<file path="src/rtl/comparator_bist.sv">
// comparator_bist: built-in self-test sequencer for a WIDTH-bit magnitude
// comparator. It sweeps every (a, b) pair, checks {eq, less, greater}
// against the expected result and reports pass/fail, a saturating error
// count and the first failing vector. It is controlled by a start/done
// handshake.
module comparator_bist #(
  parameter int WIDTH = 2,
  parameter int ERR_W = 8
) (
  input  logic             clk,
  input  logic             rst_n,
  input  logic             start,
  output logic [WIDTH-1:0] a_out,
  output logic [WIDTH-1:0] b_out,
  input  logic             eq_in,
  input  logic             less_in,
  input  logic             greater_in,
  output logic             busy,
  output logic             done,
  output logic             pass,
  output logic [ERR_W-1:0] err_count,
  output logic             fail_valid,
  output logic [WIDTH-1:0] fail_a,
  output logic [WIDTH-1:0] fail_b,
  output logic [2:0]       fail_flags
);

  localparam int CW = 2 * WIDTH;

  typedef enum logic [1:0] {S_IDLE, S_DRIVE, S_CHECK, S_DONE} state_t;

  state_t           state_q;
  logic [CW-1:0]    vec_q;
  logic [ERR_W-1:0] err_q;
  logic             busy_q;
  logic             done_q;
  logic             pass_q;
  logic             fail_valid_q;
  logic [WIDTH-1:0] fail_a_q;
  logic [WIDTH-1:0] fail_b_q;
  logic [2:0]       fail_flags_q;

  logic [WIDTH-1:0] cur_a;
  logic [WIDTH-1:0] cur_b;
  logic [2:0]       exp_flags;
  logic [2:0]       obs_flags;
  logic             vec_fail;
  logic             last_vec;
  logic [ERR_W-1:0] err_d;

  // The vector counter holds a in its upper half and b in its lower half,
  // so a plain increment walks b fastest.
  assign cur_a     = vec_q[CW-1:WIDTH];
  assign cur_b     = vec_q[WIDTH-1:0];
  assign exp_flags = {cur_a == cur_b, cur_a < cur_b, cur_a > cur_b};
  assign obs_flags = {eq_in, less_in, greater_in};
  // Any difference fails, including non-one-hot flag combinations.
  assign vec_fail  = (obs_flags != exp_flags);
  assign last_vec  = &vec_q;
  // The error counter saturates at all-ones instead of wrapping.
  assign err_d     = (vec_fail && !(&err_q)) ? err_q + ERR_W'(1) : err_q;

  // Sweep sequencer: IDLE/DONE wait for start, DRIVE gives the comparator a
  // settle cycle, and CHECK samples the flags and advances the vector.
  always_ff @(posedge clk or negedge rst_n) begin
    if (!rst_n) begin
      state_q      <= S_IDLE;
      vec_q        <= '0;
      err_q        <= '0;
      busy_q       <= 1'b0;
      done_q       <= 1'b0;
      pass_q       <= 1'b0;
      fail_valid_q <= 1'b0;
      fail_a_q     <= '0;
      fail_b_q     <= '0;
      fail_flags_q <= '0;
    end else begin
      case (state_q)
        S_IDLE, S_DONE: begin
          if (start) begin
            state_q      <= S_DRIVE;
            vec_q        <= '0;
            err_q        <= '0;
            busy_q       <= 1'b1;
            done_q       <= 1'b0;
            pass_q       <= 1'b0;
            fail_valid_q <= 1'b0;
            fail_a_q     <= '0;
            fail_b_q     <= '0;
            fail_flags_q <= '0;
          end
        end
        S_DRIVE: begin
          state_q <= S_CHECK;
        end
        S_CHECK: begin
          err_q <= err_d;
          // Only the first failure of a sweep is captured.
          if (vec_fail && !fail_valid_q) begin
            fail_valid_q <= 1'b1;
            fail_a_q     <= cur_a;
            fail_b_q     <= cur_b;
            fail_flags_q <= obs_flags;
          end
          if (last_vec) begin
            state_q <= S_DONE;
            busy_q  <= 1'b0;
            done_q  <= 1'b1;
            pass_q  <= (err_d == '0);
          end else begin
            state_q <= S_DRIVE;
            vec_q   <= vec_q + CW'(1);
          end
        end
        default: begin
          state_q <= S_IDLE;
          busy_q  <= 1'b0;
          done_q  <= 1'b0;
        end
      endcase
    end
  end

  assign a_out      = cur_a;
  assign b_out      = cur_b;
  assign busy       = busy_q;
  assign done       = done_q;
  assign pass       = pass_q;
  assign err_count  = err_q;
  assign fail_valid = fail_valid_q;
  assign fail_a     = fail_a_q;
  assign fail_b     = fail_b_q;
  assign fail_flags = fail_flags_q;

endmodule

</file>
<file path="config.mk">
export PLATFORM = sky130hd
export DESIGN_NAME = comparator_bist
export DESIGN_NICKNAME = d
export VERILOG_FILES = /design/src/rtl/comparator_bist.sv
export SDC_FILE = /design/constraint.sdc
export NUM_CORES = 1
export LEC_CHECK = 0
export CORE_MARGIN = 2
export CORE_UTILIZATION = 55
export CTS_BUF_LIST = sky130_fd_sc_hd__clkbuf_8
export CTS_CLUSTER_DIAMETER = 30
export CTS_CLUSTER_SIZE = 24
export DETAILED_ROUTE_END_ITERATION = 6
export PLACE_DENSITY = 0.79
export SYNTH_ARGS = -nofsm -noshare
export SYNTH_HDL_FRONTEND = slang
export SYNTH_SLANG_ARGS = --single-unit
</file>
<file path="constraint.sdc">
create_clock -name clk -period 2.6 [get_ports clk]
set_input_delay 0.26 -clock clk [delete_from_list [all_inputs] [get_ports clk]]
set_output_delay 0.26 -clock clk [all_outputs]
set_load 0.05 [all_outputs]
</file>
==> results of run 1 <==
[metrics by stage]
| stage | cells | worst slack (ps) | power (uW) | cell area, um2 | util (%) |
|---|---|---|---|---|---|
| final | 253 | 186 | 1700 | 2080 | 69.8 |
| after CTS | 253 | 193 | 1710 | 2080 | 69.8 |
| after floorplan | 190 | 81.0 | 1170 | 1680 | - |
| after global placement | 249 | 297 | 1430 | 2030 | 68.2 |
| after global routing | 253 | 33.8 | 1810 | 2080 | 69.8 |
| after detailed placement | 249 | 237 | 1460 | 2030 | 68.2 |
[flip-flops by register name, summed over array words and instances, names as in the netlist]
name        count
busy            1
done            1
err_count       8
fail_a          2
fail_b          2
fail_flags      3
fail_valid      1
pass            1
state_q         2
vec_q           4
[worst max-delay path: cells and delay by family (launching register included)]
family / cells / cell delay, ps
compound gates: 3 / 720
flops: 1 / 450
simple gates: 1 / 410
mux: 1 / 330
fa+ha+maj: 1 / 320
buf+inv: 1 / 80
[cells in the final DEF (no fill, tap or decap), types with 7 or more instances in the layout]
cell type	n
sky130_fd_sc_hd__nand3_1	12
sky130_fd_sc_hd__buf_4	11
sky130_fd_sc_hd__ha_1	7
sky130_fd_sc_hd__nand2b_1	7
sky130_fd_sc_hd__a21oi_1	14
sky130_fd_sc_hd__nor2_1	14
sky130_fd_sc_hd__nand2_1	13
sky130_fd_sc_hd__mux2i_1	7
sky130_fd_sc_hd__inv_1	8
sky130_fd_sc_hd__o21ai_0	7
sky130_fd_sc_hd__o221ai_1	7
sky130_fd_sc_hd__clkdlybuf4s50_1	28
sky130_fd_sc_hd__dfrtp_1	25
sky130_fd_sc_hd__a22o_1	7
[Yosys cell counts (2+ instances only)]
| cell type | instances | area (um2) |
|---|---|---|
| sky130_fd_sc_hd__mux2i_1 | 7 | 70.1 |
| sky130_fd_sc_hd__nand2b_1 | 7 | 43.8 |
| sky130_fd_sc_hd__o22ai_1 | 2 | 12.5 |
| sky130_fd_sc_hd__o221ai_1 | 7 | 61.3 |
| sky130_fd_sc_hd__clkbuf_1 | 9 | 33.8 |
| sky130_fd_sc_hd__nand3_1 | 12 | 60.1 |
| sky130_fd_sc_hd__a22o_1 | 7 | 61.3 |
| sky130_fd_sc_hd__nor2_1 | 14 | 52.6 |
| sky130_fd_sc_hd__a22oi_1 | 2 | 15.0 |
| sky130_fd_sc_hd__dfrtp_1 | 25 | 626 |
| sky130_fd_sc_hd__a21oi_1 | 14 | 70.1 |
| sky130_fd_sc_hd__a31oi_1 | 2 | 12.5 |
| sky130_fd_sc_hd__nor3_1 | 3 | 15.0 |
| sky130_fd_sc_hd__xnor2_1 | 2 | 17.5 |
| sky130_fd_sc_hd__a211oi_1 | 5 | 37.5 |
| sky130_fd_sc_hd__nand2_1 | 13 | 48.8 |
| sky130_fd_sc_hd__inv_1 | 8 | 30.0 |
| sky130_fd_sc_hd__and3_1 | 3 | 18.8 |
| sky130_fd_sc_hd__nand4_1 | 2 | 12.5 |
| sky130_fd_sc_hd__ha_1 | 7 | 87.6 |
| sky130_fd_sc_hd__and2_1 | 4 | 25.0 |
| sky130_fd_sc_hd__buf_2 | 3 | 15.0 |
| sky130_fd_sc_hd__nor2b_1 | 3 | 18.8 |
| sky130_fd_sc_hd__o21ai_0 | 7 | 35.0 |
[cell families after synthesis]
family / share of synthesized area [%]
adders and majority gates: 5.21
xor gates and xnor gates: 1.56
and+or+nand+nor: 20.1
muxes: 5.06
DFF: 37.2
AOI/OAI and AO/OA: 25.7
buffers and inverters: 5.14
[cell type report]
| type | count | area (um2) |
|---|---|---|
| multi-input cells | 143 | 968 |
| fillers | 246 | 900 |
| flip-flops and latches | 25 | 626 |
| repair buffers | 39 | 363 |
| clock buffers | 3 | 41.3 |
| well taps | 33 | 41.3 |
| inverters | 9 | 33.8 |
| clock inverters | 1 | 5.00 |
[layer usage]
| layer | up-vias | track usage [%] |
|---|---|---|
| met5 | - | 0 |
| met4 | 0 | 9.42 |
| met3 | 7 | 3.06 |
| met2 | 58 | 40.8 |
| met1 | 760 | 36.7 |
| li1 | 762 | - |
[report_power, final]
group / switching (uW) / leakage, uW / internal, uW
Combinational: 612 / 0.000509 / 334
Sequential: 71.1 / 0.000337 / 450
Clock: 128 / 0.0000255 / 108
Total: 811 / 0.000871 / 891
[worst paths after layout]
path                                             to  cells after the start
setup reg to reg                   pass$_DFFE_PN0P_                      7
setup / recovery                   pass$_DFFE_PN0P_                      7
hold / removal             err_count[7]$_DFFE_PN0P_                      2
min in group clk              fail_a[1]$_DFFE_PN0P_                      1
max in group asynchronous  err_count[4]$_DFFE_PN0P_                      2
hold reg to reg               fail_a[1]$_DFFE_PN0P_                      1
==> summary.log, run 1 <==
qor: die.design.portCount 29
qor: clocking.cts-hold-fix-buffers 0
qor: placement.hpwl 2940 um
qor: worst_setup_path.crit_path_top_delay_cell sky130_fd_sc_hd__dfrtp_1
qor: sta.tightestPinTransition 514 ps
qor: drt.wirelength 4120 um
qor: drt.dr.first_iter.drc_count 97
qor: synth.synth_edf_count 0
qor: clocking.h-tree-depth 1
qor: worst_setup_path.critical_path.startpoint_type flip-flop
qor: clocking.ctsLongestPathBuffers 2
qor: worst_setup_path.timing.rr.start vec_q[1]$_DFFE_PN0P_
qor: clocking.clkLatencyLatePin 280 ps
qor: synth.netlist_instances 190
qor: die.die-height 59.3 um
qor: synth.synth_ff_type sky130_fd_sc_hd__dfrtp_1
qor: drt.highest_layer met4
qor: sta.max_freq 0.414 GHz
qor: clocking.numClockSinks 25
qor: synth.synth_sequential_area_ratio 37.2%
qor: worst_setup_path.crit_chain inv_1, ha_1, or3_4, a21oi_4, a211oi_1, mux2_4, o41ai_2
qor: power.max-vdd-ir-drop 0.501 mV
qor: global_routing.global_route_wire_length_before_repair 6930 um
qor: drt.drc 0
qor: power.power_density 819 nW/um2
qor: synth.synthesized_flop_and_latch_total 25
qor: global_routing.grt_max_degree 26
qor: drt.dr_total_vias 1587
qor: worst_setup_path.worst_ep_arrival_time 2600 ps
qor: die.floorplan.core_area 2980 um2
qor: synth.syn_area 1680 um2
qor: placement.number_of_buffers_inserted_by_port_buffering 28
qor: sta.final_hold_viol_count 0
qor: drt.vias_per_cell 6.27
qor: die.fp.dieArea 3510 um2
qor: drt.drtPass1Iterations 4
qor: clocking.clock_tree_from_tritoncts yes
qor: synth.synth_fp_nets 203
qor: final_layout.finish.net_count 234
qor: global_routing.antenna_violations_before_repair 0
qor: worst_setup_path.setup.worst_path.end_class flip-flop
qor: worst_setup_path.critical_path_required 2780 ps
qor: global_routing.grt_pass1_vias 1518
qor: synth.async_flop_share 100%
qor: final_layout.drive_gt1_share 10.0%
qor: worst_setup_path.flop2flop_setup_slack 190 ps
qor: sta.final.hold.worst_slack 347 ps
qor: final_layout.diodes 0
qor: drt.antenna_nets_post_route 0
qor: sta.period_share 92.8%
qor: die.die_w 59.3 um
qor: placement.gp_congestion 0.922
qor: drt.per_cell_routed_wire_length 16.3 um
qor: clocking.clock_tree_root sky130_fd_sc_hd__clkbuf_8
qor: die.standard_cell_row_count 20
qor: global_routing.grt_remaining_overflow 0
qor: worst_setup_path.crit_fanout 10
qor: clocking.post_cts.resized_instances 0
qor: sta.finalWorstPathRequiredPeriod 2410 ps
qor: final_layout.flow.area_growth_from_synthesis 23.7%
qor: die.initial_core_util 56.4%
qor: status.run_status complete, no violations
qor: sta.skew 3.36 ps
qor: run.reported_max_cap_violation_count 0
qor: global_routing.grt_total_usage 25.9%
qor: sta.maxSlewViolCount 0
qor: clocking.clkTransAtPathRegs 90 ps
qor: hold_path.worstHoldPathType input pin to asynchronous set/reset pin
qor: clocking.postCtsSetupRepairBufs 0
qor: sta.setup_viol 0
qor: drt.route.met3.wl 180 um
qor: drt.detail_route_met2_wl 1990 um
qor: worst_setup_path.worstSetupPathType flip-flop to flip-flop
qor: sta.slew_headroom 65.6%
qor: synth.synth.distinct_cells 46
qor: worst_setup_path.critical-path-max-stage-delay 450 ps
qor: synth.yosys_warnings 0
qor: worst_setup_path.worst_setup_path_start vec_q[1]$_DFFE_PN0P_
qor: clocking.numCtsBuffers 3
qor: sta.rsz_0062_raised_after_global_routing false
qor: drt.wl_met1 1870 um
qor: power.power.leakage 0.000871 uW
qor: sta.fin_tns_setup 0 ps
qor: synth.syn_area_per_cell 8.84 um2
No activity file was read; power rests on OpenSTA's default activity.
==> run 2, diff against run 1 <==
- CORE_MARGIN: 2 -> default
- SKIP_LAST_GASP: default -> 1
==> run 2 against run 1 <==
The run now ends with DRC left. First-iteration DRC count down 7.2%. Global-route usage decreased by 0.18 points. Sequential share of layout area rose by 0.15 points. Worst hold slack worse by 4.4 ps. Via count rose by 1.1%. Critical endpoint unchanged.
==> summary.log, run 2 (synthesis results as in run 1) <==
qor: final_layout.finish.net_count 233 [-0.43%]
qor: sta.setup_viol 0 [unchanged]
qor: global_routing.antenna_violations_before_repair 0 [unchanged]
qor: drt.per_cell_routed_wire_length 16.2 um [-0.77%]
qor: sta.tightestPinTransition 596 ps [+82.2 ps]
qor: final_layout.fillers 204 [-17%]
qor: clocking.clkTransAtPathRegs 90 ps [about the same]
qor: global_routing.grt_remaining_overflow 0 [unchanged]
qor: die.design.portCount 29 [unchanged]
qor: drt.wirelength 4040 um [-1.9%]
qor: die.standard_cell_row_count 19 [-5.0%]
qor: worst_setup_path.worst_ep_arrival_time 2610 ps [about the same]
qor: clocking.clock_tree_from_tritoncts yes
qor: final_layout.leading_cell_types_in_the_layout_fill_and_taps_excluded sky130_fd_sc_hd__clkdlybuf4s50_1, sky130_fd_sc_hd__dfrtp_1, sky130_fd_sc_hd__nor2_1, sky130_fd_sc_hd__a21oi_1, sky130_fd_sc_hd__nand2_1
qor: power.power.leakage 0.000866 uW [-0.59%]
qor: final_layout.drive_gt1_share 9.59% [-0.41 points]
qor: sta.final_hold_viol_count 0 [unchanged]
qor: run.reported_max_cap_violation_count 0 [unchanged]
qor: clocking.clock_tree_root sky130_fd_sc_hd__clkbuf_8
qor: clocking.post_cts.resized_instances 0 [unchanged]
qor: placement.gp_congestion 0.878 [-4.7%]
qor: clocking.postCtsSetupRepairBufs 0 [unchanged]
qor: drt.dr_total_vias 1605 [+1.1%]
qor: global_routing.global_route_wire_length_before_repair 6570 um [-5.2%]
qor: global_routing.grt_max_degree 26 [unchanged]
qor: power.power.total 1670 uW [-1.6%]
qor: sta.finalWorstPathRequiredPeriod 2440 ps [+29.0 ps]
qor: die.die_w 57.3 um [-3.4%]
qor: clocking.numClockSinks 25 [unchanged]
qor: power.max-vdd-ir-drop 0.471 mV [-5.9%]
qor: die.initial_core_util 59.4% [+3.0 points]
qor: final_layout.flow.area_growth_from_synthesis 23.1%
qor: status.violations DRC
qor: clocking.cts-hold-fix-buffers 0 [unchanged]
qor: worst_setup_path.critical_path_required 2770 ps [about the same]
qor: sta.rsz_0062_raised_after_global_routing false
qor: die.floorplan.core_area 2830 um2 [-5.0%]
qor: die.die-height 57.3 um [-3.4%]
qor: hold_path.worstHoldPathType input pin to asynchronous set/reset pin
qor: sta.fin_tns_setup 0 ps [unchanged]
qor: worst_setup_path.setup.worst_path.end_class flip-flop
qor: clocking.numCtsBuffers 3 [unchanged]
qor: global_routing.grt_pass1_vias 1437 [-5.3%]
qor: drt.antenna_nets_post_route 0 [unchanged]
qor: sta.period_share 94.0% [+1.1 points]
qor: sta.skew 10.9 ps [+7.51 ps]
qor: power.power_density 809 nW/um2 [-1.2%]
qor: drt.drtPass1Iterations 7 [+3]
qor: final_layout.diodes 0 [unchanged]
qor: final_layout.final_core_util 73.1% [+3.3 points]
qor: final_layout.final_common_cell sky130_fd_sc_hd__clkdlybuf4s50_1
qor: final_layout.largest_register_ff_count 8 [unchanged]
qor: drt.drc 3 [+3]
qor: drt.dr.first_iter.drc_count 90 [-7.2%]
qor: die.fp.dieArea 3280 um2 [-6.6%]
qor: sta.slew_headroom 59.8% [-5.8 points]
qor: drt.vias_per_cell 6.42 [+2.3%]
qor: sta.max_freq 0.409 GHz [-1.2%]
qor: clocking.ctsLongestPathBuffers 2 [unchanged]
qor: worst_setup_path.worstSetupPathType flip-flop to flip-flop
qor: clocking.h-tree-depth 1 [unchanged]
qor: worst_setup_path.crit_fanout 11 [+1]
qor: status.run_status finished, violations left
qor: sta.maxSlewViolCount 0 [unchanged]
qor: clocking.clkLatencyLatePin 270 ps [about the same]
qor: worst_setup_path.critical_path.startpoint_type flip-flop
qor: global_routing.grt_total_usage 25.7% [-0.18 points]
qor: placement.hpwl 2890 um [-1.8%]
qor: placement.number_of_buffers_inserted_by_port_buffering 28 [unchanged]
run 2: path summary, 6_finish.rpt:
kind	slack (ps)	cells past startpoint	startpoint	end
worst max-delay path	160	7	vec_q[1]$_DFFE_PN0P_	pass$_DFFE_PN0P_
worst min-delay path	340	2	rst_n	err_count[7]$_DFFE_PN0P_
worst max register to register	160	7	vec_q[1]$_DFFE_PN0P_	pass$_DFFE_PN0P_
worst min register to register	510	1	fail_flags[2]$_DFFE_PN0P_	fail_flags[2]$_DFFE_PN0P_
max in group asynchronous	1980	2	rst_n	err_count[4]$_DFFE_PN0P_
min in group clk	510	1	fail_flags[2]$_DFFE_PN0P_	fail_flags[2]$_DFFE_PN0P_
run 2: through the flow:
stage	cell area (um2)	setup slack, ps	hold WS (ps)	std cells
floorplan	1680	81.0	-35.6	190
global placement	2020	263	481	246
detailed placement	2020	189	486	246
CTS	2070	164	349	250
global route	2070	13.6	362	250
finish	2070	157	343	250
run 2: power breakdown:
part / leakage (uW) / switching (uW) / total (uW) / internal [uW]
logic: 0.000504 / 609 / 930 / 322
registers: 0.000337 / 63.7 / 514 / 450
clock network: 0.0000255 / 123 / 230 / 107
total: 0.000866 / 795 / 1670 / 879
run 2: final cells by class:
type | instances | area [um2] | area share, %
clock buffer | 3 | 41.3 | 2.00
timing repair buffer | 38 | 355 | 17.2
tap | 31 | 38.8 | 1.88
sequential | 25 | 626 | 30.2
multi-input combinational | 143 | 968 | 46.8
inverter | 9 | 33.8 | 1.63
clock inverter | 1 | 5.00 | 0.242
run 2: per-layer routing:
| layer | routed length, um | vias to the layer above | GRT usage (%) | part of all wire, % |
|---|---|---|---|---|
| li1 | - | 756 | - | - |
| met1 | 1890 | 786 | 37.4 | 47 |
| met2 | 1910 | 59 | 39.7 | 47 |
| met3 | 207 | 4 | 3.40 | 5.1 |
| met4 | 32 | 0 | 9.06 | 0.79 |
| met5 | 0 | - | 0 | 0 |
run 2: critical path: stages (launching register included):
cell and delay [ps]:
sky130_fd_sc_hd__dfrtp_1 440, sky130_fd_sc_hd__inv_1 80, sky130_fd_sc_hd__ha_1 320, sky130_fd_sc_hd__or3_4 410, sky130_fd_sc_hd__a21oi_4 280, sky130_fd_sc_hd__a211oi_1 140, sky130_fd_sc_hd__mux2_4 330, sky130_fd_sc_hd__o41ai_2 340
==> run 3, diff against run 2 <==
- CORE_UTILIZATION: 55 -> 49
- PLACE_DENSITY: 0.79 -> 0.74
- clock period: 2.6 -> 2.1 ns (I/O delays scaled with it)
==> run 3 against run 2 <==
The flow finishes with violations (setup timing). Largest cell class unchanged. Utilization grew 4.0 points. Die area is 12% higher. Critical endpoint unchanged. Worst hold slack got worse by 33 ps. Final cell count rose by 14%. Sequential power is 20% higher. Power is 47% higher.
==> summary.log, run 3 (synthesis results as in run 1) <==
qor: drt.drc 0 [-3]
qor: power.seq_power_share 25.1% [-5.6 points]
qor: power.power_switching 1130 uW [+42%]
qor: final_layout.drive_gt1_share 26.7% [+17 points]
qor: sta.rsz_0062_raised_after_global_routing true
qor: die.die_w 60.6 um [+5.7%]
qor: hold_path.worstHoldPathType input pin to asynchronous set/reset pin
qor: power.internal_power 1330 uW [+52%]
qor: sta.slew_headroom 62.9% [+3.0 points]
qor: worst_setup_path.worst_setup_path_start vec_q[3]$_DFFE_PN0P_
qor: worst_setup_path.critical-path-top-delay-family compound AO/OA/AOI/OAI gates
qor: worst_setup_path.rr_worst_depth 9 [+2]
qor: drt.antenna_nets_post_route 0 [unchanged]
qor: clocking.numClockSinks 25 [unchanged]
qor: global_routing.grt_remaining_overflow 0 [unchanged]
qor: die.fp.dieArea 3670 um2 [+12%]
qor: global_routing.grt_total_usage 27.4% [+1.7 points]
qor: power.switching_share 45.9% [-1.6 points]
qor: sta.final_critical_path_setup_slack -188 ps [-345 ps]
qor: power.power_density 1010 nW/um2 [+25%]
qor: sta.final.hold.worst_slack 309 ps [-33.4 ps]
qor: placement.gp_congestion 0.871 [-0.80%]
qor: final_layout.finish.net_count 254 [+9.0%]
qor: clocking.clkLatencyLatePin 270 ps [about the same]
qor: clocking.clock_tree_from_tritoncts yes
qor: placement.number_of_buffers_inserted_by_port_buffering 28 [unchanged]
qor: sta.skew 2.17 ps [-8.69 ps]
qor: power.max-vdd-ir-drop 0.673 mV [+43%]
qor: die.initial_core_util 53.3% [-6.1 points]
qor: placement.hpwl 3200 um [+11%]
qor: worst_setup_path.worst_ep_arrival_time 2460 ps [-150 ps]
qor: worst_setup_path.crit_fanout 5 [-6]
qor: clocking.clock_tree_root sky130_fd_sc_hd__clkbuf_8
qor: sta.max_freq 0.437 GHz [+6.8%]
qor: drt.per_cell_routed_wire_length 16.7 um [+3.3%]
qor: sta.period_share 109% [+15 points]
qor: clocking.clkTransAtPathRegs 90 ps [about the same]
qor: power.comb_power_share 63.1% [+7.5 points]
qor: power.pwr-share-clk 11.8% [-1.9 points]
qor: final_layout.leading_cell_types_in_the_layout_fill_and_taps_excluded sky130_fd_sc_hd__clkdlybuf4s50_1, sky130_fd_sc_hd__buf_4, sky130_fd_sc_hd__dfrtp_1, sky130_fd_sc_hd__nor2_1, sky130_fd_sc_hd__nand2_1
qor: drt.dr.first_iter.drc_count 189 [+110%]
qor: global_routing.grt_max_degree 26 [unchanged]
qor: final_layout.final_common_cell sky130_fd_sc_hd__clkdlybuf4s50_1
qor: worst_setup_path.worstSetupPathType flip-flop to flip-flop
qor: final_layout.largest_register_ff_count 8 [unchanged]
qor: status.violations setup timing
qor: worst_setup_path.critical_path_s_most_frequent_cell sky130_fd_sc_hd__buf_4
qor: die.die-height 60.6 um [+5.7%]
qor: final_layout.final_core_util 77.1% [+4.0 points]
qor: final_layout.flow.area_growth_from_synthesis 44.6%
qor: clocking.ctsLongestPathBuffers 2 [unchanged]
qor: status.run_status finished, violations left
qor: sta.finalWorstPathRequiredPeriod 2290 ps [-155 ps]
qor: global_routing.grt_pass1_vias 1570 [+9.3%]
qor: global_routing.global_route_wire_length_before_repair 7470 um [+14%]
qor: clocking.h-tree-depth 1 [unchanged]
qor: worst_setup_path.critical-path-max-stage-delay 430 ps [about the same]
qor: clocking.numCtsBuffers 3 [unchanged]
qor: worst_setup_path.crit_path_top_delay_cell sky130_fd_sc_hd__dfrtp_2
qor: worst_setup_path.crit_buf_inv 2 [+1]
qor: worst_setup_path.crit_chain ha_4, nor2b_4, o21ai_2, xor2_1, buf_4, buf_4, o21ai_0, o32ai_2, o41ai_4
qor: worst_setup_path.setup.worst_path.end_class flip-flop
qor: worst_setup_path.critical_path_required 2270 ps [-500 ps]
qor: drt.dr_total_vias 1687 [+5.1%]
qor: worst_setup_path.timing.rr.start vec_q[3]$_DFFE_PN0P_
qor: drt.wirelength 4740 um [+17%]
qor: drt.vias_per_cell 5.94 [-7.5%]
qor: run.reported_max_cap_violation_count 0 [unchanged]
qor: sta.tightestPinTransition 551 ps [-45.1 ps]
qor: power.power.leakage 0.000997 uW [+15%]
qor: sta.fin_tns_setup -696 ps [-696 ps]
qor: sta.maxSlewViolCount 0 [unchanged]
qor: final_layout.diodes 0 [unchanged]
qor: worst_setup_path.critical_path.startpoint_type flip-flop
qor: die.standard_cell_row_count 20 [+1]
qor: global_routing.antenna_violations_before_repair 0 [unchanged]
qor: drt.drtPass1Iterations 4 [-3]
qor: die.floorplan.core_area 3150 um2 [+11%]
qor: die.design.portCount 29 [unchanged]
qor: sta.final_hold_viol_count 0 [unchanged]
qor: sta.setup_viol 13 [+13]
qor: worst_setup_path.cp.depth 9 [+2]
==> run 3: cell types whose count changed in the layout (fill, tap and decap cells not counted), moves of 2 or more <==
| cell | change |
|---|---|
| sky130_fd_sc_hd__buf_4 | +14 |
| sky130_fd_sc_hd__a211oi_1 | -5 |
| sky130_fd_sc_hd__buf_6 | +5 |
| sky130_fd_sc_hd__dfrtp_1 | -4 |
| sky130_fd_sc_hd__dfrtp_2 | +4 |
| sky130_fd_sc_hd__a211oi_4 | +3 |
| sky130_fd_sc_hd__a211oi_2 | +2 |
| sky130_fd_sc_hd__a21oi_1 | -2 |
| sky130_fd_sc_hd__ha_1 | -2 |
| sky130_fd_sc_hd__ha_4 | +2 |
| sky130_fd_sc_hd__inv_1 | -2 |
| sky130_fd_sc_hd__inv_2 | +2 |
==> run 3: power groups by stage <==
stage	clock network (uW)	logic [uW]	registers [uW]
after global placement	0	1290	620
after CTS	296	1520	616
after detailed placement	0	1330	624
final	289	1550	618
after global routing	304	1680	628
after floorplan	0	648	831
==> run 3: worst paths after layout <==
path                       slack (ps)                        end
min reg2reg                       510  fail_flags[0]$_DFFE_PN0P_
max reg2reg                      -190           pass$_DFFE_PN0P_
max in group asynchronous        1520       vec_q[0]$_DFFE_PN0P_
min                               310      fail_a[1]$_DFFE_PN0P_
min in group clk                  510  fail_flags[0]$_DFFE_PN0P_
max                              -190           pass$_DFFE_PN0P_
==> run 3: area by class of cell <==
class	count	area (um2)
Multi-Input combinational cell	143	1110
Fill cell	233	723
Sequential cell	25	631
Timing Repair Buffer	59	552
Tap cell	44	55.1
Clock buffer	3	41.3
Inverter	9	36.3
Clock inverter	1	3.75
==> run 3: timing repair <==
item | CTS | global route
setup buffers | 6 | 2
hold buffers | 0 | 0
setup endpoints to repair | 13 | 16
pin swaps | 19 | 7
gates resized for setup | 21 | 4
==> run 3: through the flow <==
stage / setup slack [ps] / total power [uW] / cell area (um2) / instances
after global routing: -268 / 2610 / 2430 / 284
final: -188 / 2460 / 2430 / 284
after CTS: -88.1 / 2430 / 2410 / 284
after detailed placement: -153 / 1950 / 2210 / 275
after floorplan: -99.5 / 1480 / 1730 / 190
after global placement: -35.2 / 1910 / 2210 / 275
==> run 3: layer usage <==
| layer | track usage [%] | share of wire [%] |
|---|---|---|
| met1 | 39.7 | 44 |
| met2 | 42.2 | 48 |
| met3 | 4.69 | 6.1 |
| met4 | 8.12 | 1.6 |
| met5 | 0 | 0 |
